===== src/rtl/calc_pkg.sv =====
// Shared calculator definitions: result width, display FSM states and
// active-low 7-segment codes ordered {a,b,c,d,e,f,g}.
package calc_pkg;

    // Result width shared with the ALU res bus
    localparam int unsigned RES_W_DEF = 16;

    // Conversion FSM states
    typedef enum logic [1:0] {
        IDLE  = 2'd0,
        SHIFT = 2'd1,
        DONE  = 2'd2
    } state_t;

    // Digit glyphs, segment on = 0
    localparam logic [6:0] SEG_0     = 7'b0000001;
    localparam logic [6:0] SEG_1     = 7'b1001111;
    localparam logic [6:0] SEG_2     = 7'b0010010;
    localparam logic [6:0] SEG_3     = 7'b0000110;
    localparam logic [6:0] SEG_4     = 7'b1001100;
    localparam logic [6:0] SEG_5     = 7'b0100100;
    localparam logic [6:0] SEG_6     = 7'b0100000;
    localparam logic [6:0] SEG_7     = 7'b0001111;
    localparam logic [6:0] SEG_8     = 7'b0000000;
    localparam logic [6:0] SEG_9     = 7'b0000100;

    // Special glyphs
    localparam logic [6:0] SEG_BLANK = 7'b1111111;
    localparam logic [6:0] SEG_DASH  = 7'b1111110;
    localparam logic [6:0] SEG_E     = 7'b0110000;

endpackage


===== src/rtl/seg7_decode.sv =====
// Combinational nibble-to-segment decoder with E / dash / blank overrides.
// Priority: ecode > dash > blank > digit. Nibbles above 9 show blank.
module seg7_decode
    import calc_pkg::*;
(
    input  logic [3:0] nib,
    input  logic       blank,
    input  logic       dash,
    input  logic       ecode,
    output logic [6:0] seg_c
);

    // Select glyph for the current digit
    always_comb begin
        seg_c = SEG_BLANK;
        if (ecode) begin
            seg_c = SEG_E;
        end else if (dash) begin
            seg_c = SEG_DASH;
        end else if (blank) begin
            seg_c = SEG_BLANK;
        end else begin
            case (nib)
                4'd0:    seg_c = SEG_0;
                4'd1:    seg_c = SEG_1;
                4'd2:    seg_c = SEG_2;
                4'd3:    seg_c = SEG_3;
                4'd4:    seg_c = SEG_4;
                4'd5:    seg_c = SEG_5;
                4'd6:    seg_c = SEG_6;
                4'd7:    seg_c = SEG_7;
                4'd8:    seg_c = SEG_8;
                4'd9:    seg_c = SEG_9;
                default: seg_c = SEG_BLANK;
            endcase
        end
    end

endmodule


===== src/rtl/alu_result_display.sv =====
// ALU result display: captures res/isValid on load, converts to BCD with a
// bit-serial double-dabble engine, and scans an active-low 7-segment display.
// Optional macro LEADING_ZERO_BLANK_EN blanks leading zero digits (digit 0
// is never blanked); the default build shows every digit.
module alu_result_display
    import calc_pkg::*;
#(
    parameter int unsigned RES_W    = RES_W_DEF,
    parameter int unsigned DIGITS   = 5,
    parameter int unsigned SCAN_DIV = 50000
) (
    input  logic                  clk,
    input  logic                  rst_n,
    input  logic [RES_W-1:0]      res,
    input  logic                  isValid,
    input  logic                  load,
    output logic                  busy,
    output logic                  done,
    output logic                  err,
    output logic [4*DIGITS-1:0]   bcd,
    output logic [6:0]            seg,
    output logic [DIGITS-1:0]     an
);

    localparam int unsigned BCD_W = 4 * DIGITS;
    localparam int unsigned CAT_W = BCD_W + RES_W;
    localparam int unsigned BIT_W = (RES_W > 1) ? $clog2(RES_W) : 1;
    localparam int unsigned CNT_W = (SCAN_DIV > 1) ? $clog2(SCAN_DIV) : 1;
    localparam int unsigned IDX_W = (DIGITS > 1) ? $clog2(DIGITS) : 1;

    state_t             state, state_nxt;
    logic [RES_W-1:0]   shreg, shreg_nxt;
    logic [BCD_W-1:0]   scratch, scratch_nxt;
    logic [BCD_W-1:0]   adj;
    logic [CAT_W-1:0]   shifted;
    logic [BIT_W-1:0]   bitcnt, bitcnt_nxt;
    logic               conv_ok, conv_ok_nxt;
    logic               busy_nxt, done_nxt, err_nxt;
    logic [BCD_W-1:0]   bcd_nxt;

    logic [CNT_W-1:0]   scan_cnt, scan_cnt_nxt;
    logic [IDX_W-1:0]   dig_idx, dig_idx_nxt;
    logic [DIGITS-1:0]  an_nxt;
    logic [3:0]         cur_nib;
    logic               blank_sel, dash_sel, e_sel;
    logic [6:0]         seg_c;

    // Conversion FSM next-state and datapath
    always_comb begin
        state_nxt   = state;
        shreg_nxt   = shreg;
        scratch_nxt = scratch;
        bitcnt_nxt  = bitcnt;
        conv_ok_nxt = conv_ok;
        busy_nxt    = busy;
        done_nxt    = 1'b0;
        err_nxt     = err;
        bcd_nxt     = bcd;
        adj         = scratch;

        for (int i = 0; i < int'(DIGITS); i++) begin
            if (scratch[4*i +: 4] >= 4'd5) begin
                adj[4*i +: 4] = scratch[4*i +: 4] + 4'd3;
            end
        end
        shifted = {adj, shreg} << 1;

        case (state)
            IDLE: begin
                if (load) begin
                    if (isValid) begin
                        shreg_nxt   = res;
                        scratch_nxt = '0;
                        bitcnt_nxt  = BIT_W'(RES_W - 1);
                        conv_ok_nxt = 1'b1;
                        busy_nxt    = 1'b1;
                        state_nxt   = SHIFT;
                    end else begin
                        conv_ok_nxt = 1'b0;
                        err_nxt     = 1'b1;
                        state_nxt   = DONE;
                    end
                end
            end
            SHIFT: begin
                scratch_nxt = shifted[CAT_W-1:RES_W];
                shreg_nxt   = shifted[RES_W-1:0];
                bitcnt_nxt  = bitcnt - BIT_W'(1);
                if (bitcnt == '0) begin
                    state_nxt = DONE;
                end
            end
            DONE: begin
                done_nxt  = 1'b1;
                busy_nxt  = 1'b0;
                if (conv_ok) begin
                    bcd_nxt = scratch;
                    err_nxt = 1'b0;
                end
                state_nxt = IDLE;
            end
            default: begin
                state_nxt = IDLE;
            end
        endcase
    end

    // Conversion state and result registers
    always_ff @(posedge clk or negedge rst_n) begin
        if (!rst_n) begin
            state   <= IDLE;
            shreg   <= '0;
            scratch <= '0;
            bitcnt  <= '0;
            conv_ok <= 1'b0;
            busy    <= 1'b0;
            done    <= 1'b0;
            err     <= 1'b0;
            bcd     <= '0;
        end else begin
            state   <= state_nxt;
            shreg   <= shreg_nxt;
            scratch <= scratch_nxt;
            bitcnt  <= bitcnt_nxt;
            conv_ok <= conv_ok_nxt;
            busy    <= busy_nxt;
            done    <= done_nxt;
            err     <= err_nxt;
            bcd     <= bcd_nxt;
        end
    end

    // Scan timing and per-digit glyph selection from the committed result
    always_comb begin
        scan_cnt_nxt = scan_cnt + CNT_W'(1);
        dig_idx_nxt  = dig_idx;
        if (scan_cnt == CNT_W'(SCAN_DIV - 1)) begin
            scan_cnt_nxt = '0;
            dig_idx_nxt  = (dig_idx == IDX_W'(DIGITS - 1)) ? '0 : dig_idx + IDX_W'(1);
        end

        cur_nib = bcd[3:0];
        for (int i = 0; i < int'(DIGITS); i++) begin
            if (dig_idx == IDX_W'(i)) begin
                cur_nib = bcd[4*i +: 4];
            end
        end

        e_sel     = err && (dig_idx == '0);
        dash_sel  = err && (dig_idx != '0);
        blank_sel = 1'b0;
`ifdef LEADING_ZERO_BLANK_EN
        begin
            logic lead;
            lead = 1'b1;
            for (int i = int'(DIGITS) - 1; i > 0; i--) begin
                lead = lead && (bcd[4*i +: 4] == 4'd0);
                if (dig_idx == IDX_W'(i)) begin
                    blank_sel = lead;
                end
            end
        end
`endif

        an_nxt = ~(DIGITS'(1) << dig_idx);
    end

    seg7_decode u_seg7_decode (
        .nib   (cur_nib),
        .blank (blank_sel),
        .dash  (dash_sel),
        .ecode (e_sel),
        .seg_c (seg_c)
    );

    // Scan counter, digit index and registered display pins
    always_ff @(posedge clk or negedge rst_n) begin
        if (!rst_n) begin
            scan_cnt <= '0;
            dig_idx  <= '0;
            an       <= ~DIGITS'(1);
            seg      <= SEG_0;
        end else begin
            scan_cnt <= scan_cnt_nxt;
            dig_idx  <= dig_idx_nxt;
            an       <= an_nxt;
            seg      <= seg_c;
        end
    end

endmodule


===== config.mk =====
export PLATFORM = sky130hd
export DESIGN_NAME = alu_result_display
export DESIGN_NICKNAME = d
export VERILOG_FILES = /design/src/rtl/calc_pkg.sv /design/src/rtl/seg7_decode.sv /design/src/rtl/alu_result_display.sv
export SDC_FILE = /design/constraint.sdc
export NUM_CORES = 1
export LEC_CHECK = 0
export CAP_MARGIN = 20
export CORE_UTILIZATION = 58
export CTS_BUF_LIST = sky130_fd_sc_hd__clkbuf_4 sky130_fd_sc_hd__clkbuf_8
export DETAILED_ROUTE_END_ITERATION = 7
export PLACE_DENSITY = 0.82
export SKIP_LAST_GASP = 1
export SLEW_MARGIN = 10
export SYNTH_ARGS = -nofsm -noshare
export SYNTH_HDL_FRONTEND = slang
export SYNTH_SLANG_ARGS = --single-unit

===== constraint.sdc =====
create_clock -name clk -period 2.95 [get_ports clk]
set_clock_uncertainty 0.1 [all_clocks]
set_input_delay 0.59 -clock clk [delete_from_list [all_inputs] [get_ports clk]]
set_output_delay 0.59 -clock clk [all_outputs]
set_load 0.1 [all_outputs]

# --- Word level (Yosys, flattened, before mapping) ---
# Memory sizes are Yosys's and may differ from the RTL's.
# Index checks and enable logic that the tools add are counted.
totals:
  regBits: 97
  mem_bits_ro: 112
  in_bits: 20
  output_inout_bits: 35
  word_cells: 90
  memories: 1
memory_table:
  columns: ["memory", "words", "width", "read_ports", "rd_clocked_by_memory_dff", "write_ports", "line_no", "source"]
  rows:
  - ["(name not given)", 16, 7, 1, 0, 0, "seg7_decode.sv:23", "case (nib)"]
op_classes:
  n_addsub: 8
  n_lt_le_gt_ge: 5
  n_eq_ne: 12
  shifts: 1
  n_mux: 35
  n_bitwise: 1
  n_reduce_logical: 14
ops:
  columns: ["op", "n"]
  rows:
  - ["$mux W16", 3]
  - ["$mux W20", 2]
  - ["$mux W4", 10]
  - ["$pmux W20 S2", 1]
  - ["$pmux W16 S2", 1]
  - ["$ge A4 B3 Y1 const B", 5]
  - ["$add A16 B1 Y16 const B", 1]
  - ["$add A4 B2 Y4 const B", 4]
  - ["$eq A16 B16 Y1 const B", 1]
  - ["$mux W7", 2]
  - ["$ne A2 B2 Y1 const B", 5]
  - ["$pmux W4 S2", 1]
  - ["$mux W1", 7]
  - ["$eq A3 B2 Y1 const B", 2]
  - ["$mux W2", 3]
  - ["$mux W3", 2]
  - ["$reduce_and A2 Y1", 3]
  - ["$reduce_and A3 Y1", 2]
  - ["$not A5 Y5", 1]
  - ["$shl A1 B3 Y5 const A", 1]
  - ["$logic_not A4 Y1", 1]
  - ["$pmux W1 S2", 2]
  - ["$pmux W2 S2", 1]
  - ["$reduce_and A4 Y1", 1]
  - ["other kinds (12)", 14]

# --- Longest topological paths before layout ---
# Gate-level depths: netlist (run 1).
# An unclocked memory read counts as a cell.
depth:
  word_depth: 8
  mapped_depth: 11
  mapped_depth_nobuf: 11

# --- Cells and area by module ---
# Synthesis (run 1) repeated with hierarchy kept, for this count alone.
unflattened:
  hier_cells: 466
  hier_area_um2: 4762.1
modules_own_cells:
  columns: ["mod", "n_inst", "cells_each", "area_per_inst_um2", "seq_area_each_um2"]
  rows:
  - ["alu_result_display", 1, 431, 4508.1, 2433.6]
  - ["seg7_decode", 1, 35, 254.0, 0.0]

# --- Least setup slack after synthesis (run 1) ---
# OpenSTA, ideal clock, no wires.
synth_path:
  path_kind: "reg-to-reg"
  start: "register bcd[1]"
  end: "register seg[3]"
  setup_ns: 0.138
  t_arrival_ns: 2.141
  setup_slack_ns: 0.571
  stages_incl_launch_ff: 8
  path_cell_list: "dfrtp_1 > nor2_1 > o31ai_2 > inv_1 > ha_1 > inv_1 > o211a_1 > a21oi_1"
synth_via:
  elab_chain_cells: 7
synth_rtl:
  columns: ["element", "line_no", "source"]
  rows:
  - ["start: declaration", "alu_result_display.sv:20", "output logic [4*DIGITS-1:0] bcd,"]
  - ["start signal: assignment", "alu_result_display.sv:129", "bcd <= bcd_nxt;"]
  - ["$mux W4 (4 in series)", "alu_result_display.sv:144", "if (dig_idx == IDX_W'(i)) begin"]
  - ["$mem_v2 Z16 W7", null, null]
  - ["$mux W7", "seg7_decode.sv:18", "end else if (dash) begin"]
  - ["$mux W7", "seg7_decode.sv:16", "if (ecode) begin"]
  - ["named net seg_c[3]", "alu_result_display.sv:46", "logic [6:0] seg_c;"]
  - ["end signal: assignment", "alu_result_display.sv:187", "seg <= seg_c;"]
  - ["end: declaration", "alu_result_display.sv:21", "output logic [6:0] seg,"]
# The timed path passes the listed nets, and every way through them passes these cells.
# A chain may end at the register's enable or synchronous reset.

# --- Worst setup path after layout (run 1) ---
layout_path:
  start: "register dig_idx[2]"
  end: "register seg[6]"
layout_via:
  elab_chain_cells: 8
  word_cells_on_any_way: 15
layout_rtl:
  columns: ["element", "line_no", "source"]
  rows:
  - ["start: declaration", "alu_result_display.sv:42", "logic [IDX_W-1:0] dig_idx, dig_idx_nxt;"]
  - ["start signal: assignment", "alu_result_display.sv:185", "dig_idx <= dig_idx_nxt;"]
  - ["$eq A3 B1 Y1", "alu_result_display.sv:144", null]
  - ["$mux W4 (4 in series)", "alu_result_display.sv:144", null]
  - ["$mem_v2 Z16 W7", null, null]
  - ["$mux W7", "seg7_decode.sv:18", null]
  - ["$mux W7 *", "seg7_decode.sv:16", null]
  - ["named net seg_c[6]", "alu_result_display.sv:46", null]
# Mark *: on every way through the listed nets, which the timed path passes. The rest lies on a longest branch.

==> flow_metrics.tcl, run 1 <==
set metrics [dict create \
    cells_after_dpl 589 \
    worst_r2r_endpoint "seg[6]" \
    fmax_mhz 368 \
    fp.dieH_um 91.2 \
    synth.cell_area_um2 4610 \
    reg2reg_from "dig_idx[2]" \
    cts_setup_buffers 0 \
    setup.worst_path.end_class "register" \
    drive_gt1_share_pct 16.9 \
    wire_length_of_the_first_global_routing_pass_um 16300 \
    i_o_pin_count 55 \
    synth.distinct_cells 53 \
    max_cap_viol_count 0 \
    final-seq-area_um2 2430 \
    worstPathArrival_ns 2.84 \
    drt_pre_antenna_iters 5 \
    tritoncts_num_sinks 97 \
    synth-edff-count 0 \
    ys.warnings.count 0 \
    setup_violations_final 0 \
    post_cts_resized 0 \
    cts_hold_buffers 0 \
    final-instance-count-excl-fill 605 \
    peakVddDrop_mv 0.533 \
    global_route.overflow_total 0 \
    port_buffers 54 \
    worst_r2r_path_depth 10 \
    synth_sequential_area_ratio_pct 52.8 \
    ctsLongestPathBuffers 2 \
    place.detailed.hpwl_um 6710 \
    mostFrequentLayoutCell "dfrtp_1" \
    multi_input_area_um2 1980 \
    track_usage_pct 24.7 \
    ys_ff_latch 97 \
    worst_hold_path_type "in -> async" \
    leakage_power_nw 2.56 \
    grt_start_max_net_pins 55 \
    nFillCells 575 \
    launch_point_of_the_worst_path "dig_idx[2]" \
    drv_slew 0 \
    cts-buffers-inserted 9 \
    placeableCoreArea_um2 7730 \
    area.growth.synth_to_final_pct 17.9 \
    critPathCapture "seg[6]" \
    r2r_setup_slack_ns 0.24 \
    worst_slack_ns 0.235 \
    place_worst_setup_slack_ns 0.321 \
    gpl.final_weighted_congestion 0.897 \
    start_kind "register" \
    worst_pin_slew_ns 0.985 \
    final_period_minus_worst_setup_slack_ns 2.71 \
    clkSlewWorstSetupHoldPaths_ns 0.10 \
    route.final.wire_length_um 9560 \
    wl_per_cell_um 15.8 \
    clock-root-buffer "clkbuf_8" \
    route.detailed.vias_per_inst 5.82 \
    placementRows 32 \
    path_class "reg -> reg" \
    mostFrequentLayoutCells "dfrtp_1 (92), nand2_1 (50), buf_4 (42), nor2_1 (37), o21ai_0 (31)" \
    grt_pass1_vias 3482 \
    total_count_of_hold_check_failures_in_the_final_report 0 \
    power-per-cell-area_nw_per_um2 996 \
    fin_setup_tns_ns 0 \
    final_antenna_net_count 0 \
    dr_total_vias 3519 \
    run_status "completed" \
    rsz0062_at_grt "no" \
    antenna_cells 0 \
    drt-initial-drc-count 162 \
    dieArea_um2 8310 \
    async_reset_ff_share_pct 100 \
    cp_data_required_time_ns 3.08 \
    critical_path_peak_fanout 10 \
    effective_utilization_at_floorplan_pct 59.7 \
    tritoncts "done" \
    timing.final.crit_share_pct 92.0 \
    num-nets-final 541 \
    worst_skew_pair.late_latency_ns 0.36 \
    dominantRegCellSynth "dfrtp_1" \
    postSynthCellCount 446 \
    htreeDepth 3 \
    slew_headroom_pct 34.3 \
    drc 0 \
    synthesis.nets 489 \
    floorplan.die.width_um 91.2 \
    synthesis.area_per_instance_um2 10.3 \
    antenna_found_initial 0 \
]
-- power by group --
group          switching [mW]  internal (mW)
clock                   0.442          0.668
sequential              0.313           1.67
combinational            1.63          0.697
-- Yosys cell counts, types with 2 or more instances --
cell | n | area (um^2)
a21oi_1 | 14 | 70.1
a222oi_1 | 7 | 70.1
a22o_1 | 6 | 52.6
a31oi_1 | 12 | 75.1
a32o_1 | 5 | 50.1
and3_1 | 5 | 31.3
buf_2 | 3 | 15.0
clkbuf_1 | 16 | 60.1
dfrtp_1 | 92 | 2300
dfstp_2 | 5 | 131
ha_1 | 23 | 288
inv_1 | 29 | 109
mux2_2 | 11 | 124
nand2_1 | 50 | 188
nand2b_1 | 9 | 56.3
nand3_1 | 12 | 60.1
nand4_1 | 2 | 12.5
nor2_1 | 38 | 143
nor2b_1 | 4 | 25.0
nor3_1 | 3 | 15.0
nor4bb_1 | 2 | 20.0
o21ai_0 | 31 | 155
o22ai_1 | 7 | 43.8
o31ai_1 | 7 | 52.6
o32ai_1 | 4 | 35.0
xnor2_1 | 10 | 87.6
xor2_1 | 13 | 114
-- per-stage QoR --
stage / area [um^2] / util, % / hold slack (ns) / power, mW
finish: 5440 / 70.4 / 0.156 / 5.42
global route: 5440 / 70.4 / 0.207 / 5.70
CTS: 5440 / 70.4 / 0.178 / 5.43
detailed placement: 5170 / 66.9 / 0.376 / 4.31
global placement: 5170 / 66.9 / 0.370 / 4.23
floorplan: 4610 / - / 0.194 / 3.73
-- state kept, by name, summed over array words and instances, names as in the netlist --
register and flops:
done 1, bcd 20, err 1, conv_ok 1
state 2, dig_idx 3, scratch 20, shreg 16
bitcnt 4, seg 7, an 5, busy 1
scan_cnt 16
-- critical path: stages, from the launching register on --
cell	delay, ns
dfrtp_1	0.50
inv_1	0.15
ha_1	0.31
a21oi_1	0.21
o21ai_1	0.12
o31ai_2	0.51
inv_1	0.18
ha_1	0.22
inv_1	0.05
o211a_1	0.16
a21oi_1	0.08
-- how the worst min path moves through the flow --
stage                         start      endpoint  slack (ns)  cells after the start
after floorplan               rst_n         an[0]        0.19                      0
after CTS                     rst_n  scan_cnt[10]        0.18                      1
after global routing          rst_n   scan_cnt[9]        0.21                      1
after global placement    shreg[15]    scratch[0]        0.37                      2
final                         rst_n  scan_cnt[10]        0.16                      1
after detailed placement    conv_ok       conv_ok        0.38                      2
-- cells by family (layout without fill, tap and decap cells) --
kind of cell / count (synthesis) / after routing / share of synthesized area, %
fa+ha+maj: 23 / 23 / 6.24
xor+xnor: 23 / 23 / 4.37
buf+inv: 50 / 107 / 4.31
compound gates: 106 / 106 / 15.9
simple gates: 136 / 136 / 13.8
flops: 97 / 97 / 52.8
mux: 11 / 11 / 2.69
-- area by class of cell --
cell class / count / area share [%]
multi-input combinational: 299 / 36.5
tap: 102 / 2.35
clock inverter: 5 / 2.35
timing repair buffer: 61 / 9.48
clock buffer: 11 / 2.55
sequential: 97 / 44.7
inverter: 30 / 2.07
-- metal layers --
layer,track usage (%),share of wire (%),vias to the layer above
met4,12.2,3.1,0
met1,32.0,44,1734
met3,4.52,3.9,29
met2,40.2,49,92
met5,0,0,-
li1,-,-,1664
No activity file was read; power rests on OpenSTA's default activity.
==> inputs of run 2 (changes only) <==
--- a/config.mk
+++ b/config.mk
@@ -9,7 +9,8 @@
 export CORE_UTILIZATION = 58
 export CTS_BUF_LIST = sky130_fd_sc_hd__clkbuf_4 sky130_fd_sc_hd__clkbuf_8
 export DETAILED_ROUTE_END_ITERATION = 7
-export PLACE_DENSITY = 0.82
+export PLACE_DENSITY_LB_ADDON = 0.08
+export SKIP_CTS_REPAIR_TIMING = 1
 export SKIP_LAST_GASP = 1
 export SLEW_MARGIN = 10
 export SYNTH_ARGS = -nofsm -noshare
==> run 2 against run 1 <==
  * Non-clock buffer count decreased by 1
  * Wire length decreased by 5.8%
  * Critical path depth unchanged
==> flow_metrics.tcl, run 2 (same netlist as run 1, synthesis figures left out) <==
set metrics [dict create \
    run_status "completed" \
    grt_pass1_vias 3297 \
    slew_headroom_pct 32.2 \
    utilization_pct 69.3 \
    floorplan.die.width_um 91.2 \
    power.share.sequential_pct 38.5 \
    antenna_found_initial 0 \
    placementRows 32 \
    drt-initial-drc-count 200 \
    detailed_place.area_um2 5160 \
    area.growth.synth_to_final_pct 16.1 \
    worstPathArrival_ns 2.89 \
    placeableCoreArea_um2 7730 \
    global_route.overflow_total 0 \
    power-per-cell-area_nw_per_um2 952 \
    tritoncts "done" \
    i_o_pin_count 55 \
    cp_data_required_time_ns 3.13 \
    setup.worst_path.end_class "register" \
    setup_violations_final 0 \
    critical_path_peak_fanout 10 \
    wire_length_of_the_first_global_routing_pass_um 15800 \
    path_class "reg -> reg" \
    htreeDepth 3 \
    drive_gt1_share_pct 16.7 \
    antenna_cells 0 \
    p_int_mw 2.73 \
    power.share.clock_pct 16.3 \
    fp.dieH_um 91.2 \
    route.final.wire_length_um 9010 \
    nFillCells 617 \
    num-nets-final 540 \
    mostFrequentLayoutCells "dfrtp_1 (92), nand2_1 (50), buf_4 (41), nor2_1 (37), o21ai_0 (31)" \
    peakVddDrop_mv 0.443 \
    clock-root-buffer "clkbuf_8" \
    clkSlewWorstSetupHoldPaths_ns 0.10 \
    max_cap_viol_count 0 \
    final_period_minus_worst_setup_slack_ns 2.71 \
    cts-buffers-inserted 9 \
    drv_slew 0 \
    largestRegisters "bcd x20, scratch x20" \
    final_antenna_net_count 0 \
    drt_pre_antenna_iters 4 \
    design_area_um2 5350 \
    total_switching_power_mw 2.37 \
    effective_utilization_at_floorplan_pct 59.7 \
    ctsLongestPathBuffers 2 \
    wl_per_cell_um 14.9 \
    fin_setup_tns_ns 0 \
    dieArea_um2 8310 \
    gpl.final_weighted_congestion 0.854 \
    start_kind "register" \
    leakage_power_nw 2.53 \
    worst_skew_pair.late_latency_ns 0.36 \
    power.share.switching_pct 46.5 \
    grt_start_max_net_pins 75 \
    mostFrequentLayoutCell "dfrtp_1" \
    drc 0 \
    track_usage_pct 24.0 \
    tritoncts_num_sinks 97 \
    power.share.combinational_pct 45.2 \
    port_buffers 54 \
    dr_total_vias 3391 \
    route.detailed.vias_per_inst 5.61 \
    place.detailed.hpwl_um 6390 \
    worst_pin_slew_ns 1.02 \
    worst_hold_path_type "in -> async" \
    timing.final.crit_share_pct 92.0 \
    total_count_of_hold_check_failures_in_the_final_report 0 \
    rsz0062_at_grt "no" \
    fmax_mhz 369 \
]
==> run 2: stage by stage <==
stage | instances | total power, mW | hold WS [ns] | setup WS (ns)
2_1_floorplan | 446 | 3.73 | 0.194 | 0.571
3_3_place_gp | 588 | 4.23 | 0.372 | 0.427
3_5_place_dp | 588 | 4.30 | 0.378 | 0.300
4_1_cts | 604 | 5.13 | 0.0131 | 0.284
5_1_grt | 604 | 5.43 | 0.0229 | 0.0477
6_report | 604 | 5.10 | 0.0110 | 0.236
==> run 2: final cells by class <==
| cell class | instances | area (um^2) | area share [%] |
|---|---|---|---|
| clock inverters | 4 | 36.3 | 0.678 |
| well taps | 102 | 128 | 2.38 |
| flip-flops and latches | 97 | 2430 | 45.5 |
| repair buffers | 60 | 508 | 9.49 |
| multi-input cells | 299 | 1980 | 37.0 |
| clock buffers | 12 | 153 | 2.85 |
| inverters | 30 | 113 | 2.10 |
==> run 2: worst paths after layout <==
path                              from          end  slack, ns  cells after the start
max reg2reg                 dig_idx[2]       seg[2]       0.24                     10
min in group clk           scan_cnt[0]  scan_cnt[0]       0.39                      1
min                              rst_n  scan_cnt[9]       0.01                      1
max in group asynchronous        rst_n         done       2.06                      2
max                         dig_idx[2]       seg[2]       0.24                     10
min reg2reg                scan_cnt[0]  scan_cnt[0]       0.39                      1
==> run 2: critical path, cell delays in order (launching register included) <==
cell and delay, ns:
dfrtp_1 0.50, inv_1 0.14, ha_1 0.30, a21oi_1 0.20
o21ai_1 0.11, o31ai_2 0.50, inv_1 0.17, ha_1 0.22
inv_1 0.10, o41ai_1 0.11, a21oi_1 0.17
==> run 2: layer usage <==
metal	wire length (um)	global-route usage, %
met5	0	0
met3	390	4.19
met2	4420	38.7
met4	108	8.33
met1	4090	33.1
==> run 2: power groups by stage <==
stage	combinational (mW)	sequential (mW)	clock [mW]
global placement	2.25	1.98	0
finish	2.30	1.96	0.831
CTS	2.32	1.96	0.854
global route	2.52	2.01	0.898
detailed placement	2.31	1.99	0
floorplan	1.06	2.67	0
==> inputs of run 3 (changes only) <==
--- a/config.mk
+++ b/config.mk
@@ -6,7 +6,7 @@
 export NUM_CORES = 1
 export LEC_CHECK = 0
 export CAP_MARGIN = 20
-export CORE_UTILIZATION = 58
+export CORE_UTILIZATION = 25
 export CTS_BUF_LIST = sky130_fd_sc_hd__clkbuf_4 sky130_fd_sc_hd__clkbuf_8
 export DETAILED_ROUTE_END_ITERATION = 7
 export PLACE_DENSITY_LB_ADDON = 0.08
==> run 3 against run 2 <==
  * Final area is 3.6% higher
  * Non-clock buffer count up 1
  * Critical path depth unchanged
  * First-iteration DRC count increased by 20%
  * Flip-flop and latch count unchanged
==> flow_metrics.tcl, run 3 (same netlist as run 1, synthesis figures left out) <==
set metrics [dict create \
    max_cap_viol_count 0 \
    drv_slew 0 \
    num-nets-final 541 \
    largestRegisters "bcd x20, scratch x20" \
    i_o_pin_count 55 \
    detailed_place.area_um2 5330 \
    drive_gt1_share_pct 17.1 \
    routed-wl-met2_um 4990 \
    critical_path.slowest_cell "dfrtp_1" \
    leakage_power_nw 2.55 \
    reg2reg_from "dig_idx[2]" \
    fp.dieH_um 138 \
    wl_per_cell_um 15.1 \
    worst_path_most_repeated_cell "inv_1" \
    wire_length_of_the_first_global_routing_pass_um 18400 \
    grt_start_max_net_pins 47 \
    fin_total_pwr_mw 5.25 \
    cts-buffers-inserted 9 \
    final_period_minus_worst_setup_slack_ns 2.63 \
    htreeDepth 3 \
    placementRows 49 \
    track_usage_pct 12.9 \
    drt_pre_antenna_iters 5 \
    floorplan.die.width_um 138 \
    routed_length_on_met3_um 580 \
    power-per-cell-area_nw_per_um2 946 \
    cpPeakStageDelay_ns 0.50 \
    design_area_um2 5550 \
    antenna_cells 0 \
    clock-root-buffer "clkbuf_8" \
    critical_path_peak_fanout 10 \
    drt-initial-drc-count 239 \
    clkSlewWorstSetupHoldPaths_ns 0.09 \
    timing.final.crit_share_pct 89.3 \
    final-seq-area_um2 2430 \
    worst_pin_slew_ns 0.939 \
    gpl.final_weighted_congestion 0.872 \
    run_status "completed" \
    final_antenna_net_count 0 \
    tritoncts_num_sinks 97 \
    utilization_pct 30.8 \
    dieArea_um2 19000 \
    port_buffers 54 \
    place.detailed.hpwl_um 7900 \
    cp_data_required_time_ns 3.09 \
    path_class "reg -> reg" \
    critical_path.cell_chain "inv_1 -> ha_1 -> a21oi_1 -> o21ai_1 -> o31ai_2 -> inv_1 -> ha_1 -> inv_1 -> o211a_1 -> a21oi_1" \
    ctsLongestPathBuffers 2 \
    grt_pass1_vias 3437 \
    setup.worst_path.end_class "register" \
    placeableCoreArea_um2 18000 \
    worst_skew_pair.late_latency_ns 0.37 \
    effective_utilization_at_floorplan_pct 25.6 \
    area.growth.synth_to_final_pct 20.3 \
    mostFrequentLayoutCells "dfrtp_1 (92), nand2_1 (50), buf_4 (42), nor2_1 (37), o21ai_0 (31)" \
    slew_headroom_pct 37.4 \
    mostFrequentLayoutCell "dfrtp_1" \
    route.final.wire_length_um 11000 \
    dr_total_vias 3433 \
    peakVddDrop_mv 0.396 \
    fmax_mhz 380 \
    global_route.overflow_total 0 \
    multi_input_area_um2 1990 \
    maxUsedRoutingLayer "met4" \
    start_kind "register" \
    worst_slack_ns 0.316 \
    rsz0062_at_grt "no" \
    place_worst_setup_slack_ns 0.347 \
    launch_point_of_the_worst_path "dig_idx[2]" \
    drc 0 \
    route.detailed.vias_per_inst 4.69 \
    antenna_found_initial 0 \
    setup_violations_final 0 \
    fin_setup_tns_ns 0 \
    worst_hold_path_type "in -> async" \
    tritoncts "done" \
    nFillCells 1873 \
    total_count_of_hold_check_failures_in_the_final_report 0 \
    worstPathArrival_ns 2.77 \
    met1_wirelength_um 5290 \
]
## run 3: cell count changes in the layout (fill, tap and decap cells not counted), sizes merged
cell / change
clkinvlp: -1
bufinv: +1
inv: -2
clkbuf: +2
buf: +1
## run 3: cell type report
type / instances / area share (%)
inverter: 30 / 2.03
clock inverter: 2 / 0.631
sequential: 97 / 43.9
clock buffer: 14 / 3.25
tap: 229 / 5.16
timing repair buffer: 61 / 9.29
multi-input combinational: 299 / 35.8
## run 3: critical path, delay by kind of cell (launching register included)
kind | cells | cell delay (ns)
AOI/OAI and AO/OA | 5 | 1.02
DFF | 1 | 0.50
buffers and inverters | 3 | 0.36
adders and majority gates | 2 | 0.52
## run 3: routing by layer
metal	global-route usage [%]	vias up
met2	19.6	73
met4	4.35	0
li1	-	1652
met1	17.2	1698
met3	3.94	10
met5	0	-
## run 3: where the power goes
group	switching (mW)	total (mW)	internal, mW
Clock	0.464	0.944	0.480
Sequential	0.322	1.99	1.67
Combinational	1.63	2.31	0.689
## run 3: per-stage QoR
stage / instances / hold WS, ns
2_1_floorplan: 446 / 0.194
3_3_place_gp: 716 / 0.374
3_5_place_dp: 716 / 0.385
4_1_cts: 732 / 0.0801
5_1_grt: 732 / 0.0898
6_report: 732 / 0.0728
## run 3: final timing paths
check | endpoint | slack [ns] | cells past startpoint
max in group asynchronous | seg[0] | 2.00 | 2
hold / removal | scan_cnt[8] | 0.07 | 1
setup / recovery | seg[3] | 0.32 | 10
setup reg to reg | seg[3] | 0.32 | 10
hold reg to reg | shreg[11] | 0.40 | 2
min in group clk | shreg[11] | 0.40 | 2
